File: config.mk
export PLATFORM = sky130hd
export DESIGN_NAME = mem_access_scheduler
export DESIGN_NICKNAME = d
export VERILOG_FILES = /design/src/rtl/mem_access_scheduler.sv
export SDC_FILE = /design/constraint.sdc
export NUM_CORES = 1
export LEC_CHECK = 0
export ABC_AREA = 1
export CORE_MARGIN = 5
export CORE_UTILIZATION = 38
export DETAILED_ROUTE_END_ITERATION = 6
export MAX_ROUTING_LAYER = met4
export PLACE_DENSITY = 0.78
export SLEW_MARGIN = 0
export SYNTH_ARGS = -nofsm -noshare
export SYNTH_HDL_FRONTEND = slang
export SYNTH_SLANG_ARGS = --single-unit
File: constraint.sdc
create_clock -name clk -period 2.3 [get_ports clk]
set_input_delay 0.345 -clock clk [delete_from_list [all_inputs] [get_ports clk]]
set_output_delay 0.345 -clock clk [all_outputs]
set_load 0.02 [all_outputs]
File: src/rtl/mem_access_scheduler.sv
// -----------------------------------------------------------------------------
// mem_access_scheduler
//
// Round-robin scheduler that shares one single-port memory between three
// requesters. An owner keeps the memory for up to MAX_BURST back-to-back
// transactions while it keeps requesting; ownership then rotates, and one
// idle cycle always separates two owners. Each transaction is a one-cycle
// mem_start pulse followed by a wait for mem_done. If mem_done does not arrive
// within TIMEOUT_CYCLES wait cycles, the transaction is completed anyway and
// flagged with err.
//
// Ports:
//   clk        system clock, all logic on posedge
//   rst_n      asynchronous active-low reset
//   req        per-requester level request (bit i = requester i)
//   req_addr   per-requester address, slice i = requester i
//   req_wdata  per-requester write data, slice i = requester i
//   req_we     per-requester write enable (1 = write, 0 = read)
//   grant      one-hot current owner, 0 when idle
//   ack        one-cycle completion pulse for the owner
//   err        one-cycle pulse with ack when the completion was a timeout
//   rdata      read data of the last successful read
//   mem_start  one-cycle transaction start
//   mem_addr   address, held from one start until the next
//   mem_wdata  write data, held likewise
//   mem_we     write enable, held likewise
//   mem_done   completion from memory, only looked at while waiting
//   mem_rdata  read data, valid with mem_done
// -----------------------------------------------------------------------------
module mem_access_scheduler #(
   parameter int ADDR_W         = 8,
   parameter int DATA_W         = 32,
   parameter int MAX_BURST      = 4,
   parameter int TIMEOUT_CYCLES = 16
) (
   input  logic                  clk,
   input  logic                  rst_n,
   input  logic [2:0]            req,
   input  logic [3*ADDR_W-1:0]   req_addr,
   input  logic [3*DATA_W-1:0]   req_wdata,
   input  logic [2:0]            req_we,
   output logic [2:0]            grant,
   output logic [2:0]            ack,
   output logic [2:0]            err,
   output logic [DATA_W-1:0]     rdata,
   output logic                  mem_start,
   output logic [ADDR_W-1:0]     mem_addr,
   output logic [DATA_W-1:0]     mem_wdata,
   output logic                  mem_we,
   input  logic                  mem_done,
   input  logic [DATA_W-1:0]     mem_rdata
);

   localparam int BURST_W = $clog2(MAX_BURST + 1);
   localparam int TO_W    = $clog2(TIMEOUT_CYCLES);

   localparam logic [BURST_W-1:0] BURST_MAX = BURST_W'(MAX_BURST);
   localparam logic [TO_W-1:0]    TO_LAST   = TO_W'(TIMEOUT_CYCLES - 1);

   typedef enum logic [1:0] {
      S_IDLE,
      S_ISSUE,
      S_WAIT
   } state_t;

   state_t             state;
   logic [1:0]         owner;
   logic [1:0]         last_owner;
   logic [BURST_W-1:0] burst_cnt;
   logic [TO_W-1:0]    to_cnt;

   // Arbitration result and the slice selected for the next issue.
   logic               pick_valid;
   logic [1:0]         pick_idx;
   logic [1:0]         start_idx;
   logic [2:0]         cand_sum;
   logic [1:0]         cand;
   logic [1:0]         load_idx;
   logic [ADDR_W-1:0]  sel_addr;
   logic [DATA_W-1:0]  sel_wdata;
   logic               sel_we;

   logic               complete;
   logic               keep_owner;

   // Round-robin scan: start just after the previous owner and wrap mod 3.
   // NOTE: every variable written here gets a default first, so no path can
   // leave one unassigned and infer a latch.
   always_comb begin
      pick_valid = 1'b0;
      pick_idx   = 2'd0;
      cand_sum   = 3'd0;
      cand       = 2'd0;
      start_idx  = (last_owner == 2'd2) ? 2'd0 : last_owner + 2'd1;
      for (int k = 0; k < 3; k++) begin
         cand_sum = {1'b0, start_idx} + 3'(k);
         cand     = (cand_sum >= 3'd3) ? 2'(cand_sum - 3'd3) : cand_sum[1:0];
         if (!pick_valid && req[cand]) begin
            pick_valid = 1'b1;
            pick_idx   = cand;
         end
      end
   end

   // A fresh grant loads the picked requester; a burst continuation reloads
   // the current owner's slices.
   assign load_idx = (state == S_IDLE) ? pick_idx : owner;

   always_comb begin
      sel_addr  = req_addr[0 +: ADDR_W];
      sel_wdata = req_wdata[0 +: DATA_W];
      sel_we    = req_we[0];
      case (load_idx)
         2'd1: begin
            sel_addr  = req_addr[ADDR_W +: ADDR_W];
            sel_wdata = req_wdata[DATA_W +: DATA_W];
            sel_we    = req_we[1];
         end
         2'd2: begin
            sel_addr  = req_addr[2*ADDR_W +: ADDR_W];
            sel_wdata = req_wdata[2*DATA_W +: DATA_W];
            sel_we    = req_we[2];
         end
         default: ;
      endcase
   end

   // mem_done on the timeout edge is a normal completion, so it wins over err.
   assign complete   = mem_done || (to_cnt == TO_LAST);
   assign keep_owner = req[owner] && (burst_cnt < BURST_MAX);

   // NOTE: all state is updated with non-blocking assignments so every
   // register samples the values from before the edge, independent of order.
   always_ff @(posedge clk or negedge rst_n) begin
      if (!rst_n) begin
         state      <= S_IDLE;
         owner      <= 2'd0;
         last_owner <= 2'd2;
         burst_cnt  <= '0;
         to_cnt     <= '0;
         grant      <= '0;
         ack        <= '0;
         err        <= '0;
         rdata      <= '0;
         mem_start  <= 1'b0;
         mem_addr   <= '0;
         mem_wdata  <= '0;
         mem_we     <= 1'b0;
      end else begin
         // Pulses default low and are raised only on the edge that needs them.
         ack       <= '0;
         err       <= '0;
         mem_start <= 1'b0;

         case (state)
            S_IDLE: begin
               if (pick_valid) begin
                  state     <= S_ISSUE;
                  owner     <= pick_idx;
                  grant     <= 3'b001 << pick_idx;
                  burst_cnt <= BURST_W'(1);
                  mem_start <= 1'b1;
                  mem_addr  <= sel_addr;
                  mem_wdata <= sel_wdata;
                  mem_we    <= sel_we;
               end else begin
                  grant <= '0;
               end
            end

            S_ISSUE: begin
               state  <= S_WAIT;
               to_cnt <= '0;
            end

            S_WAIT: begin
               if (complete) begin
                  ack[owner] <= 1'b1;
                  err[owner] <= ~mem_done;
                  if (mem_done && !mem_we) begin
                     rdata <= mem_rdata;
                  end
                  if (keep_owner) begin
                     state     <= S_ISSUE;
                     burst_cnt <= burst_cnt + BURST_W'(1);
                     mem_start <= 1'b1;
                     mem_addr  <= sel_addr;
                     mem_wdata <= sel_wdata;
                     mem_we    <= sel_we;
                  end else begin
                     state      <= S_IDLE;
                     grant      <= '0;
                     last_owner <= owner;
                  end
               end else begin
                  to_cnt <= to_cnt + TO_W'(1);
               end
            end

            default: begin
               state <= S_IDLE;
               grant <= '0;
            end
         endcase
      end
   end

endmodule
# Yosys cells after proc, flatten, opt, wreduce, memory -nomap -nowiden

Cells that the tools add are included.

$add $sub $neg: 8
Magnitude comparators: 9
Equality and inequality tests: 11
Shift-type cells: 1
Multiplexer cells: 58
Bitwise logic cells: 4
Reductions and logical operators: 19

Operator list:

| operator                                                              | count |
|---|---|
| 32-bit one-hot mux with 2 select lines                                | 2 |
| 32-bit 2-to-1 mux                                                     | 3 |
| 8-bit one-hot mux with 2 select lines                                 | 2 |
| 3-bit 2-to-1 mux                                                      | 10 |
| 8-bit 2-to-1 mux                                                      | 3 |
| 2-bit 2-to-1 mux                                                      | 10 |
| 1-bit 2-to-1 mux                                                      | 15 |
| 2-bit by 3-bit < comparator with 1-bit output, second input constant  | 4 |
| 2-bit inequality test, second input constant                          | 5 |
| 3-bit one-hot mux with 3 select lines                                 | 1 |
| 3-bit AND reduction                                                   | 3 |
| 1-bit binary-select mux with 2-bit select                             | 4 |
| 4-bit one-hot mux with 2 select lines                                 | 1 |
| 2-bit == test, second input constant                                  | 3 |
| 3-bit by 2-bit >= comparator with 1-bit output, second input constant | 2 |
| 1-bit one-hot mux with 2 select lines                                 | 3 |
| 2-bit one-hot mux with 3 select lines                                 | 1 |
| 3-bit one-hot mux with 2 select lines                                 | 1 |
| 2-bit AND reduction                                                   | 3 |
| 2-bit subtractor, second input constant                               | 3 |
| 1-bit logical AND                                                     | 5 |
| 4-bit by 1-bit adder with 4-bit output, second input constant         | 1 |
| 2-bit by 1-bit == test with 1-bit output, second input constant       | 2 |
| 4-bit == test, second input constant                                  | 1 |
| other kinds (17)                                                      | 22 |

Flip-flop bits (word level): 96
Input port bits: 161
Output and inout port bits: 83
Word-level logic and storage cells: 123

# Longest topological paths before layout

Gate-level depths: netlist (run 1).

Depth after elaboration: 19
Depth in mapped cells: 17
Mapped depth without buffers: 15

# Worst setup path after synthesis (run 1)

Ideal clock, no wire load.

Path kind: reg2reg
Start point: reg last_owner[1]
End point: reg mem_wdata[3]
Setup time: 0.117 ns
Data arrival time: 2.228 ns
Required time: 2.183 ns
Setup slack: -0.045 ns
Stages on the path, launching flop included: 17
Path buffers: 3
Clock period less this slack: 2.345 ns
Cells stage by stage: dfstp_2 > buf_6 > nor2_2 > nand2_1 > nand3_2 > nand3b_1 > nand2_1 > o21ai_0 > nand2_1 > ha_1 > clkbuf_1 > clkbuf_1 > a22o_1 > nand2_1 > nand2_1 > nand2_1 > nand2_1

Cells in the longest elaborated chain, start to end: 19
Elaborated cells between the ends (all ways): 40
Those cells by class: 6 x add/sub; 3 x order compare; 4 x eq/ne; 22 x mux; 5 x reduce/logical

RTL lines:

| item                                                                            | line | source |
|---|---|---|
| start, declared                                                                 | 68   | `logic [1:0] last_owner;` |
| start signal, assigned                                                          | 193  | `last_owner <= owner;` |
| 2-bit by 1-bit adder with 2-bit output or 2-bit == test (tied branches)         | 94   | `start_idx = (last_owner == 2'd2) ? 2'd0 : last_owner + 2'd1;` |
| 2-bit 2-to-1 mux (*)                                                            | 94   |  |
| branches (longest 17 deep; another with 2-bit by 1-bit adder with 3-bit output) | --   |  |
| end signal, assigned                                                            | 164  | `mem_wdata <= sel_wdata;` |
| end signal, assigned                                                            | 188  | `mem_wdata <= sel_wdata;` |
| end, declared                                                                   | 48   | `output logic [DATA_W-1:0] mem_wdata,` |

Mark *: on every way between the ends. The select of a mux whose other input is x is not followed.
A chain may end at the register's enable or synchronous reset.

# Worst setup path in the final report (run 1)

Start point: reg last_owner[1]
End point: reg mem_wdata[0]

Same word-level chain as after synthesis.

==> impl.org, run 1 <==
** STA
- Max Clk Rate :: between 0.4 and 0.5 GHz
- Measured against its own limit, the worst slew margin works out to between 60% and 70%.
- Tcrit/Tclk final :: 100.7%
- RSZ-0062 raised after global routing :: true
- Worst Skew :: roughly 8.4 ps
- Final slew viol count :: 0
- Final hold violations :: 0
- Slew @ Worst Pin :: around 470 ps
- Final worst setup slack :: -15.62 ps
- Setup violations remaining at the end of the flow were counted as 2.
- Final Critical Period :: between 2000 and 2500 ps
- Hold is met by between 400 and 500 ps.

** Global routing
- Global routing consumed, over all layers together, a little under a fifth of the routing resources.
- First-pass GRT wire length :: between 20000 and 25000 um
- For this run the aggregate overflow at the end of global routing stands at 0.
- Entering global routing, the biggest net connects 48 pins.
- Vias in the first global route :: between 4000 and 5000
- Number of antenna violations at the first check in global routing :: 0

** Setup path
- Worst setup path endpoint :: mem_wdata[0]
- In this run the critical register-to-register path is launched from last_owner[1].
- The worst register-to-register path has a setup slack of -20 ps.
- STA puts the critical path data required time at roughly 2500 ps.
- Counting cells, the worst reg-to-reg path comes to 14.
- Element type at the critical path start :: register
- Top fanout value on the critical path :: 8
- STA classifies the critical path endpoint as a register.
- Tracing the worst setup path back leads to its startpoint at last_owner[1].
- Critical path data arrival time :: 2550 ps
- The endpoint identified for the worst register-to-register timing path is mem_wdata[0].
- Category of the most critical setup path :: register to register

** Power
- Power share of the combinational group :: between 60% and 70%
- Switching fraction of total power :: 43.50%
- Internal power component :: 0.007169 W
- IR Drop Worst-Case VDD :: ~0.61 mV
- Per report_power, the sequential group accounts for approximately 23% of the total.
- For this design the static power due to leakage is between 3 and 4 nW.
- For this design the total switching power over the nets is about 0.0055 W.
- Fraction of power consumed by the clock network :: about an eighth
- Power spread over the standard cell area amounts to approximately 1500 nW/um^2.

** Run
- Max-cap viol count :: 0

** Clock tree
- Clock tree synthesis inserted a total of 9 buffers.
- H-tree levels :: 3
- Clock latency on the worst-skew pair :: between 300 and 400 ps
- Clock transition at the registers of the reported paths :: 70 ps
- The clock net in this run drives a total of 96 sinks.
- CTS Buffer Depth :: 2
- Clk Tree Root Cell :: clkbuf_16
- TritonCTS built the clock tree.

** Finish
- The number of antenna diodes in the final layout is 0.
- After the last flow step, the layout net total stands at 998.
- Across the whole layout, storage elements account for roughly 2400 sq um.
- Post-route design area :: between 8000 and 9000 sq um
- Cells with a size suffix above 1 make up between 10% and 20% of the layout.
- The finished layout holds about 1000 standard cells, fillers aside.
- Signed area change from the synthesized netlist to the final layout :: 62.37%
- Filler Cell Count :: about 1200
- Area taken by multi-input logic gates :: approximately 2500 sq um

** Detailed routing
- After detailed routing, the average wire length per cell comes to between 15 and 20 um.
- Routed vias :: about 5000
- Remaining antenna violation count :: 0
- Using the TritonRoute via totals, the vias-per-cell ratio works out to 4.789.
- For this run, design rule violations remaining after detail routing come to 0.
- Final wirelength :: between 15000 and 20000 um
- For this run, the detailed router's first-pass iteration total came to 4.
- Violation count after the first detailed-routing iteration :: slightly below 200

** Status
- The run finished, with violations left.
- Failing checks :: negative setup slack

** Synth
- The cell area that synthesis handed to floorplanning was ~5200 sq um.
- Counting flops and latches in the post-synthesis netlist gives 96.
- The cell count after synthesis came out at 576.
- The number of nets handed over by synthesis was around 740.
- Most common flop cell mapped by yosys :: dfrtp_1
- Synthesized area divided by synthesized cell count :: roughly 9 sq um
- Yosys instantiated no cell more often than nand2_1.
- In the synthesized netlist the async set-or-reset flop fraction comes to 100.0%.
- Yosys Warn Count :: 0
- Sequential-to-total area share from yosys stat :: 46.22%
- Most area-consuming cells after synthesis :: dfrtp_1, nand2_1, nand3_2, mux2_2, a22o_1
- Count of unique library cells instantiated by Yosys :: 33
- Library cell with the largest summed area after synthesis :: dfrtp_1
- The synthesized design contains 0 enable-type register cells.
- Area share of the largest cell type after synthesis :: between 40 and 50%
- Cell types with the highest counts after synthesis :: nand2_1, dfrtp_1, a22o_1, nand3_2, mux2_2

** Placed design
- DP Wirelength :: 11590 um
- Counting tap cells, the placed design contains a total of about 990 instances.
- Routability-driven placement finished with a final weighted congestion of between 0.9 and 1.
- During placement, the flow inserted port buffers numbering 243.
- Instance area at placement :: about 7900 sq um

** Min path
- Class of the tightest hold or removal check :: register to register
- Worst hold path depth :: 2
- In this run the most critical hold path is launched from grant[1].

** Die
- The region available for standard cell placement spans ~13000 sq um.
- Starting density of the core :: about two fifths
- DIE AREA :: 16120 sq um
- The floorplan step set the die height to about 130 um.
- FP Rows :: 42
- Boundary Pins :: 244
- Horizontal die dimension :: between 100 and 150 um
[layout by cell type, fill, tap and decap left out, drive strengths merged, types with 4 or more instances in the layout]
master,n
a22o,41
buf,34
clkbuf,16
clkdlybuf4s50,242
dfrtp,95
ha,4
inv,26
mux2,32
nand2,257
nand3,53
nor2,9
nor3,5
o21ai,8
[layer usage]
metal / up-vias / wire, um / GRT usage [%]
li1: 2402 / - / -
met1: 2239 / 6237 / 22.26
met2: 202 / 7990 / 32.10
met3: 13 / 1581 / 5.927
met4: 0 / 199 / 4.669
met5: - / 0 / -
[timing repair]
item,4_1_cts,5_1_grt
endpoints found under the hold margin,33,0
gates resized for setup,2,20
setup buffers,1,4
endpoints found under the setup margin,31,41
gates cloned,0,6
pin swaps,0,50
hold buffers,1,0
[worst min-delay path by stage]
stage	end	slack, ps
CTS	grant[1]	490
detailed placement	rdata[27]	330
global placement	rdata[27]	330
finish	grant[1]	490
global route	rdata[20]	520
floorplan	ack[0]	50
[power groups by stage]
stage | registers [W] | logic, W | clock network (W)
floorplan | 0.00365 | 0.00405 | 0
global placement | 0.00290 | 0.00742 | 0
detailed placement | 0.00294 | 0.00747 | 0
CTS | 0.00291 | 0.00754 | 0.00160
global route | 0.00301 | 0.00900 | 0.00165
finish | 0.00291 | 0.00822 | 0.00155
[layout make-up]
class | instances | area share [%]
Timing Repair Buffer | 282 | 34.57
Multi-Input combinational cell | 419 | 29.51
Sequential cell | 96 | 28.47
Clock buffer | 11 | 2.993
Tap cell | 176 | 2.608
Inverter | 25 | 1.111
Clock inverter | 5 | 0.7410
[cells by family after synthesis]
group / share of synthesized area [%]
AOI/OAI and AO/OA: 8.397
adders and majority gates: 0.9625
and+or+nand+nor: 30.08
buffers and inverters: 7.242
DFF: 46.22
xor gates and xnor gates: 0.1685
muxes: 6.930
[through the flow]
step / util (%) / power, W / TNS [ps] / setup slack, ps
floorplan: - / 0.007696 / -165.1 / -5.765
global placement: 58.87 / 0.01032 / -8370 / -260.8
detailed placement: 58.87 / 0.01042 / -9578 / -288.4
CTS: 61.43 / 0.01205 / 0 / 14.98
global route: 63.25 / 0.01365 / -4837 / -142.2
finish: 63.25 / 0.01269 / -16.95 / -15.62
[critical path, cell delays in order (launching register included)]
cell	delay [ps]
dfstp_2	650
nand2_1	110
nand3_2	120
nand2_2	60
nor3_2	250
nor2_2	60
nand2_1	90
nand2_2	70
ha_4	220
clkbuf_16	180
a22o_1	180
nand2_1	60
nand2_1	60
nand2_1	70
nand2_1	50
[sequential cells by signal (all words and copies together) (netlist names), 3 cells and up]
register,count
mem_addr,8
mem_wdata,32
grant,3
ack,3
to_cnt,4
rdata,32
err,3
burst_cnt,3
No activity file was read; power rests on OpenSTA's default activity.
==> run 2: changes to the inputs <==
--- a/config.mk
+++ b/config.mk
@@ -10,7 +10,7 @@
 export CORE_UTILIZATION = 38
 export DETAILED_ROUTE_END_ITERATION = 6
 export MAX_ROUTING_LAYER = met4
-export PLACE_DENSITY = 0.78
+export PLACE_DENSITY = 0.88
 export SLEW_MARGIN = 0
 export SYNTH_ARGS = -nofsm -noshare
 export SYNTH_HDL_FRONTEND = slang
==> run 2 against run 1 <==
Against the previous run: the flow still finishes with violations (negative setup slack); largest power group unchanged; register-to-register slack got worse by 60 ps; sequential power hardly changed; critical path depth is the same; die area unchanged; maximum frequency shrank 2.6%; critical endpoint is now mem_wdata[3]; cell count decreased by 0.59%; design area fell by 1.5%; critical path type unchanged.
==> impl.org, run 2 (synthesized netlist as in run 1, its figures left out) <==
** Status
- Status :: finished, violations left
- Failing checks :: negative setup slack

** Detailed routing
- Dividing the detail-routed via count by the number of cells gives 4.851.
- For this block, the via count after detailed routing is 4890.
- Violation count after the first detailed-routing iteration :: a little over 200
- Dividing the detail-routed wire length by the instance count gives 15.58 um.
- The pre-antenna-repair detailed-routing pass consisted of 4 iterations.
- After detailed routing, the total wire length is roughly 16000 um.
- Number of remaining DRC errors :: 0
- Remaining antenna violation count :: 0

** Finish
- Nets@finish :: 992
- Leaving out filler cells and counting taps, the final layout contains about 1000.
- Measured on the finished design, the core utilization comes to between 60% and 70%.
- Post-route design area :: between 8000 and 9000 sq um
- Commonest non-fill, non-tap cells in the layout :: clkdlybuf4s50_1, nand2_1, dfrtp_1
- Number of antenna diodes :: 0
- The library cell used most frequently in the layout, excluding fill and tap cells, is clkdlybuf4s50_1.
- Proportion of layout cells with a drive suffix above 1 :: between 10% and 20%
- Largest registers ranked by flip-flop count :: mem_wdata (32), rdata (32), mem_addr (8)
- Signed area change from the synthesized netlist to the final layout :: 59.96%

** Global routing
- First-pass GRT wire length :: ~24000 um
- Number of antenna violations at the first check in global routing :: 0
- Vias in the first global route :: approximately 4900
- Maximum number of pins on one net before global-route repair :: slightly above 50
- Aggregate global-route resource usage :: roughly a fifth
- Summed over all layers, the global routing overflow is 0.

** STA
- RSZ-0062 raised after global routing :: true
- Worst Skew :: about 8.9 ps
- Across all setup checks in the final design, the least slack found is -78.02 ps.
- Final slew viol count :: 0
- For the pin with the worst max-slew slack, the measured transition is between 600 and 700 ps.
- In the finished design, the share of the clock period the worst path needs comes to 103.4%.
- Final Critical Period :: roughly 2400 ps
- Max Clk Rate :: roughly 0.42 GHz
- The number of endpoints with negative hold slack in the final report was 0.
- In this run the tightest slew margin relative to its limit is a little under three fifths.
- Final setup violation count :: 35

** Power
- Dividing total power by cell area gives a power density of 1491 nW/um^2.
- Power consumption :: ~0.012 W
- Leakage power of the design :: between 3 and 4 nW
- The worst-case IR drop observed on VDD is roughly 0.81 mV.

** Clock tree
- Clk Tree Root Cell :: clkbuf_16
- Clock latency on the worst-skew pair :: around 330 ps
- The H-tree was split into 3 levels.
- Clock tree from TritonCTS :: yes
- After clock tree synthesis, the clock-pin slew on the worst setup and hold paths is roughly 70 ps.
- CTS Buffer Depth :: 2
- Clock tree synthesis found a total of 96 sinks.
- Clock buffer count from CTS :: 9

** Min path
- Class of the tightest hold or removal check :: primary input to asynchronous set/reset pin

** Die
- The floorplan step set the die width to between 100 and 150 um.
- FP Rows :: 42
- The die is roughly 130 um tall.
- For this configuration, the core starts out at a cell density of 38.96%.
- During I/O placement, the number of pins put on the boundary was 244.
- Total core area :: 13350 sq um
- The die covers between 15000 and 20000 sq um.

** Setup path
- Top fanout value on the critical path :: 24
- Critical path data arrival time :: approximately 2600 ps
- STA classifies the critical path startpoint as a register.
- The worst setup path is captured at a register.
- Category of the most critical setup path :: register to register
- Data on the critical path is required at its endpoint by around 2500 ps.

** Placed design
- Placement Setup Slack :: -297.0 ps
- DP Wirelength :: 11770 um
- Instance area at placement :: a little under 8000 sq um
- Weighted congestion at the end of routability-driven global placement :: approximately 0.84
- The count of buffers added on input and output ports is between 200 and 250.
- After detailed placement, the design holds a cell count of between 900 and 1000.

** Run
- Max-cap viol count :: 0
==> run 2: changes by cell type in the layout (fill, tap and decap cells not counted), moves of 2 or more <==
cell / change
clkinv_2: +2
buf_6: +2
nand2_1: -6
clkbuf_16: -4
nand2_2: +6
==> run 2: layout make-up <==
type	instances	area (sq um)
clock buffers	10	239.0
clock inverters	6	42.54
fillers	1088	5030
inverters	25	93.84
multi-input cells	419	2530
flip-flops and latches	96	2404
well taps	176	220.2
repair buffers	276	2789
==> run 2: routing by layer <==
layer / vias to the layer above / track usage (%) / share of wire (%)
li1: 2383 / - / -
met2: 224 / 32.25 / 50
met5: - / - / 0
met1: 2264 / 21.91 / 39
met3: 19 / 5.426 / 9.5
met4: 0 / 4.921 / 1.5
==> run 2: final timing paths <==
check / startpoint / end / slack [ps] / cells past startpoint
setup / recovery: last_owner[1] / mem_wdata[3] / -80 / 14
hold / removal: rst_n / ack[2] / 40 / 1
setup reg to reg: last_owner[1] / mem_wdata[3] / -80 / 14
hold reg to reg: grant[0] / grant[0] / 480 / 2
max in group asynchronous: rst_n / mem_wdata[7] / 1580 / 2
min in group clk: grant[0] / grant[0] / 480 / 2
==> run 2: stage by stage <==
step | setup TNS [ps] | hold WS [ps]
final | -1219 | 43.23
after global routing | -6350 | 92.80
after CTS | -21.67 | 59.98
after detailed placement | -9796 | 421.0
after global placement | -8655 | 411.3
after floorplan | -165.1 | 49.41
==> run 2: power by group <==
part / switching, W / internal (W) / total, W
Sequential: 0.000473 / 0.00245 / 0.00292
Combinational: 0.00440 / 0.00368 / 0.00807
Clock: 0.000642 / 0.000765 / 0.00141
Total: 0.00551 / 0.00689 / 0.0124
==> run 2: critical path: stages, from the launching register on <==
cell     delay [ps]
dfstp_2         660
nor2_4           70
nand2_1          80
nand3_2         130
nor3_4          280
nor2_4           80
nand2_2          70
nand2_2          60
ha_4            190
buf_12          160
a22o_1          220
nand2_1          70
nand2_1          50
nand2_1          60
nand2_1          70
==> run 2: repair_timing <==
| action | in CTS | in global routing |
|---|---|---|
| pin swaps | 0 | 9 |
| gates cloned | 0 | 1 |
| gates resized for setup | 4 | 30 |
| setup endpoints to repair | 41 | 41 |
| setup buffers | 0 | 6 |
| hold endpoints to repair | 0 | 0 |
| hold buffers | 0 | 0 |
==> run 3: changes to the inputs <==
--- a/config.mk
+++ b/config.mk
@@ -11,6 +11,7 @@
 export DETAILED_ROUTE_END_ITERATION = 6
 export MAX_ROUTING_LAYER = met4
 export PLACE_DENSITY = 0.88
+export SETUP_SLACK_MARGIN = 0.3
 export SLEW_MARGIN = 0
 export SYNTH_ARGS = -nofsm -noshare
 export SYNTH_HDL_FRONTEND = slang
==> run 3 against run 2 <==
Against the previous run: wire length up 11%; register-to-register slack about the same; the flow still finishes with violations (negative setup slack); maximum frequency up 0.54%; clock skew up 2.0 ps; count of clock-buffer cells in the layout down 1; total power up 6.6%; highest routed layer unchanged.
==> impl.org, run 3 (synthesized netlist as in run 1, its figures left out) <==
** Finish
- Final core occ :: between 60 and 70%
- The number of antenna diodes in the final layout is 0.
- The largest registers in the layout are mem_wdata (32), rdata (32), mem_addr (8).
- Commonest non-fill, non-tap cells in the layout :: nand2_1, clkdlybuf4s50_1, dfrtp_1
- Nets@finish :: 1005
- Filler-free cell count of the finished design :: between 1000 and 1500
- Leaving out fill and tap cells, the most frequent cell in the layout is nand2_1.
- Signed area change from the synthesized netlist to the final layout :: 63.40%
- Proportion of layout cells with a drive suffix above 1 :: 18.82%

** Die
- Total core area :: about 13000 sq um
- The die covers roughly 16000 sq um.
- During I/O placement, the number of pins put on the boundary was between 200 and 250.
- The floorplan step set the die width to about 130 um.
- Row generation in the floorplan step produced between 40 and 50 rows.
- Die Y-Extent :: approximately 130 um
- Starting density of the core :: around 39%

** Global routing
- Entering global routing, the biggest net connects ~60 pins.
- First-pass GRT wire length :: 26600 um
- The via count of the first global-routing pass was approximately 5100.
- Aggregate global-route resource usage :: between 20% and 30%
- GR Overflow Total :: 0
- Number of antenna violations at the first check in global routing :: 0

** STA
- In the post-route analysis, the smallest setup slack over all paths is -65.28 ps.
- Worst Skew :: between 10 and 15 ps
- Headroom to the max-slew limit came out at approximately 49%.
- Dividing the final minimum period by the clock period gives 102.8%.
- Setup violations remaining at the end of the flow were counted as just over 40.
- RSZ-0062 raised after global routing :: true
- Final hold violations :: 0
- Max Clk Rate :: 0.4228 GHz
- At the pin with the least slew margin, the transition time is around 760 ps.
- Hold timing on the final database bottoms out at a slack of between 70 and 80 ps.
- The final count of pins violating max slew was 0.
- Final Critical Period :: roughly 2400 ps

** Placed design
- Port-buffer cells :: 243
- Routability-driven placement finished with a final weighted congestion of between 0.8 and 0.9.
- After detailed placement, the design holds a cell count of 983.
- Prior to clock tree synthesis, the placed netlist has a worst setup slack of -314.5 ps.
- Summed over all nets, the half-perimeter wirelength after detailed placement is 12290 um.

** Power
- Power share of the combinational group :: roughly two thirds
- Leakage power of the design :: 3.975 nW
- IR Drop Worst-Case VDD :: around 0.80 mV
- Of the total power, the share spent switching nets is between 40% and 50%.
- Seq pwr share :: between 20% and 30%
- The share of total power dissipated in the clock network is between 10 and 15%.
- Power spread over the standard cell area amounts to roughly 1600 nW/um^2.
- The internal portion of the total power is between 0.007 and 0.008 W.
- Summing internal, switching and leakage power gives roughly 0.013 W.
- Switching pwr :: around 0.0060 W

** Clock tree
- CTS built an H-tree with a depth of 3.
- TritonCTS built the clock tree.
- Clock transition at the registers of the reported paths :: 80 ps
- Hold buffer count at cts :: 0
- Clock latency on the worst-skew pair :: 340 ps
- Counting every sink on the clock net gives 96.
- CTS Buffer Depth :: 2
- Clock tree synthesis inserted a total of 9 buffers.
- Clk Tree Root Cell :: clkbuf_16

** Setup path
- Along the worst path, the maximum fanout reaches 11.
- Critical path data arrival time :: between 2000 and 3000 ps
- Worst endpoint required time :: roughly 2500 ps
- Category of the most critical setup path :: register to register
- Critical path capture point type :: register
- Element type at the critical path start :: register

** Detailed routing
- First-pass iteration count of the detailed router :: 4
- Number of remaining DRC errors :: 0
- Routed vias :: ~5000
- After the first detailed-routing iteration, the DRC count stood at ~290.
- Remaining antenna violation count :: 0
- Using the TritonRoute via totals, the vias-per-cell ratio works out to 4.920.
- Post-DR wirelength/cell :: approximately 17 um
- Summed over all layers, the routed wires come to ~17000 um.

** Status
- The final reports fail on negative setup slack.
- Status :: finished, violations left

** Min path
- The min-delay analysis places its worst path in the category primary input to asynchronous set/reset pin.

** Run
- Max-cap viol count :: 0
[run 3: changes by cell type in the layout (fill, tap and decap cells not counted), sizes merged]
| cell | change |
|---|---|
| clkinv | -2 |
| clkbuf | -2 |
| clkinvlp | -1 |
| inv | +5 |
| buf | +13 |
[run 3: layer usage]
metal  GRT usage, %  vias up  routed length, um
met3          4.257       24               1267
met1          26.18     2354               7398
met5              -        -                  0
met2          35.87      224               8457
met4          6.814        0                335
li1               -     2421                  -
[run 3: power groups by stage]
stage                     sequential (W)  combinational, W  clock (W)
after floorplan                  0.00365           0.00459          0
after global placement           0.00291           0.00730          0
after detailed placement         0.00295           0.00747          0
after CTS                        0.00293           0.00876    0.00151
after global routing             0.00303           0.00956    0.00158
final                            0.00293           0.00882    0.00148
[run 3: area by class of cell]
class	count	area (sq um)
clock inverter	7	70.07
clock buffer	9	225.2
fill	1068	4851
multi-input combinational	419	2494
timing repair inverter	1	11.26
inverter	25	110.1
tap	176	220.2
timing repair buffer	288	2962
sequential	96	2405
[run 3: worst max-delay path, stage by stage, from the launching register on]
cell and delay (ps):
dfstp_2 660, nor2_4 70, nand2_2 80, nand3_2 120
nand3b_1 120, nand2_2 80, o21ai_2 190, nand2_2 100
ha_4 210, buf_12 160, a22o_1 220, nand2_1 70
nand2_1 50, nand2_1 60, nand2_1 60
[run 3: worst paths after layout]
check                                   start           end  slack, ps  cells after the start
worst max-delay path            last_owner[1]  mem_wdata[5]        -70                     14
worst min-delay path                    rst_n   mem_addr[2]         80                      1
worst max register to register  last_owner[1]  mem_wdata[5]        -70                     14
worst min register to register       grant[2]      grant[2]        480                      2
max in group asynchronous               rst_n     rdata[16]       1540                      2
min in group clk                     grant[2]      grant[2]        480                      2
[run 3: stage by stage]
stage,TNS [ps],area (sq um)
floorplan,0,5376
global placement,-8077,7859
detailed placement,-11510,7859
CTS,-2.323,8448
global route,-7547,8497
finish,-1145,8497
[run 3: repair_timing]
action                                  in CTS  in global routing
endpoints found under the setup margin      41                 45
cloned                                       4                  0
setup buffers                               15                  3
hold endpoints to repair                     0                  0
pin swaps                                    4                  6
resized for setup                           22                  7
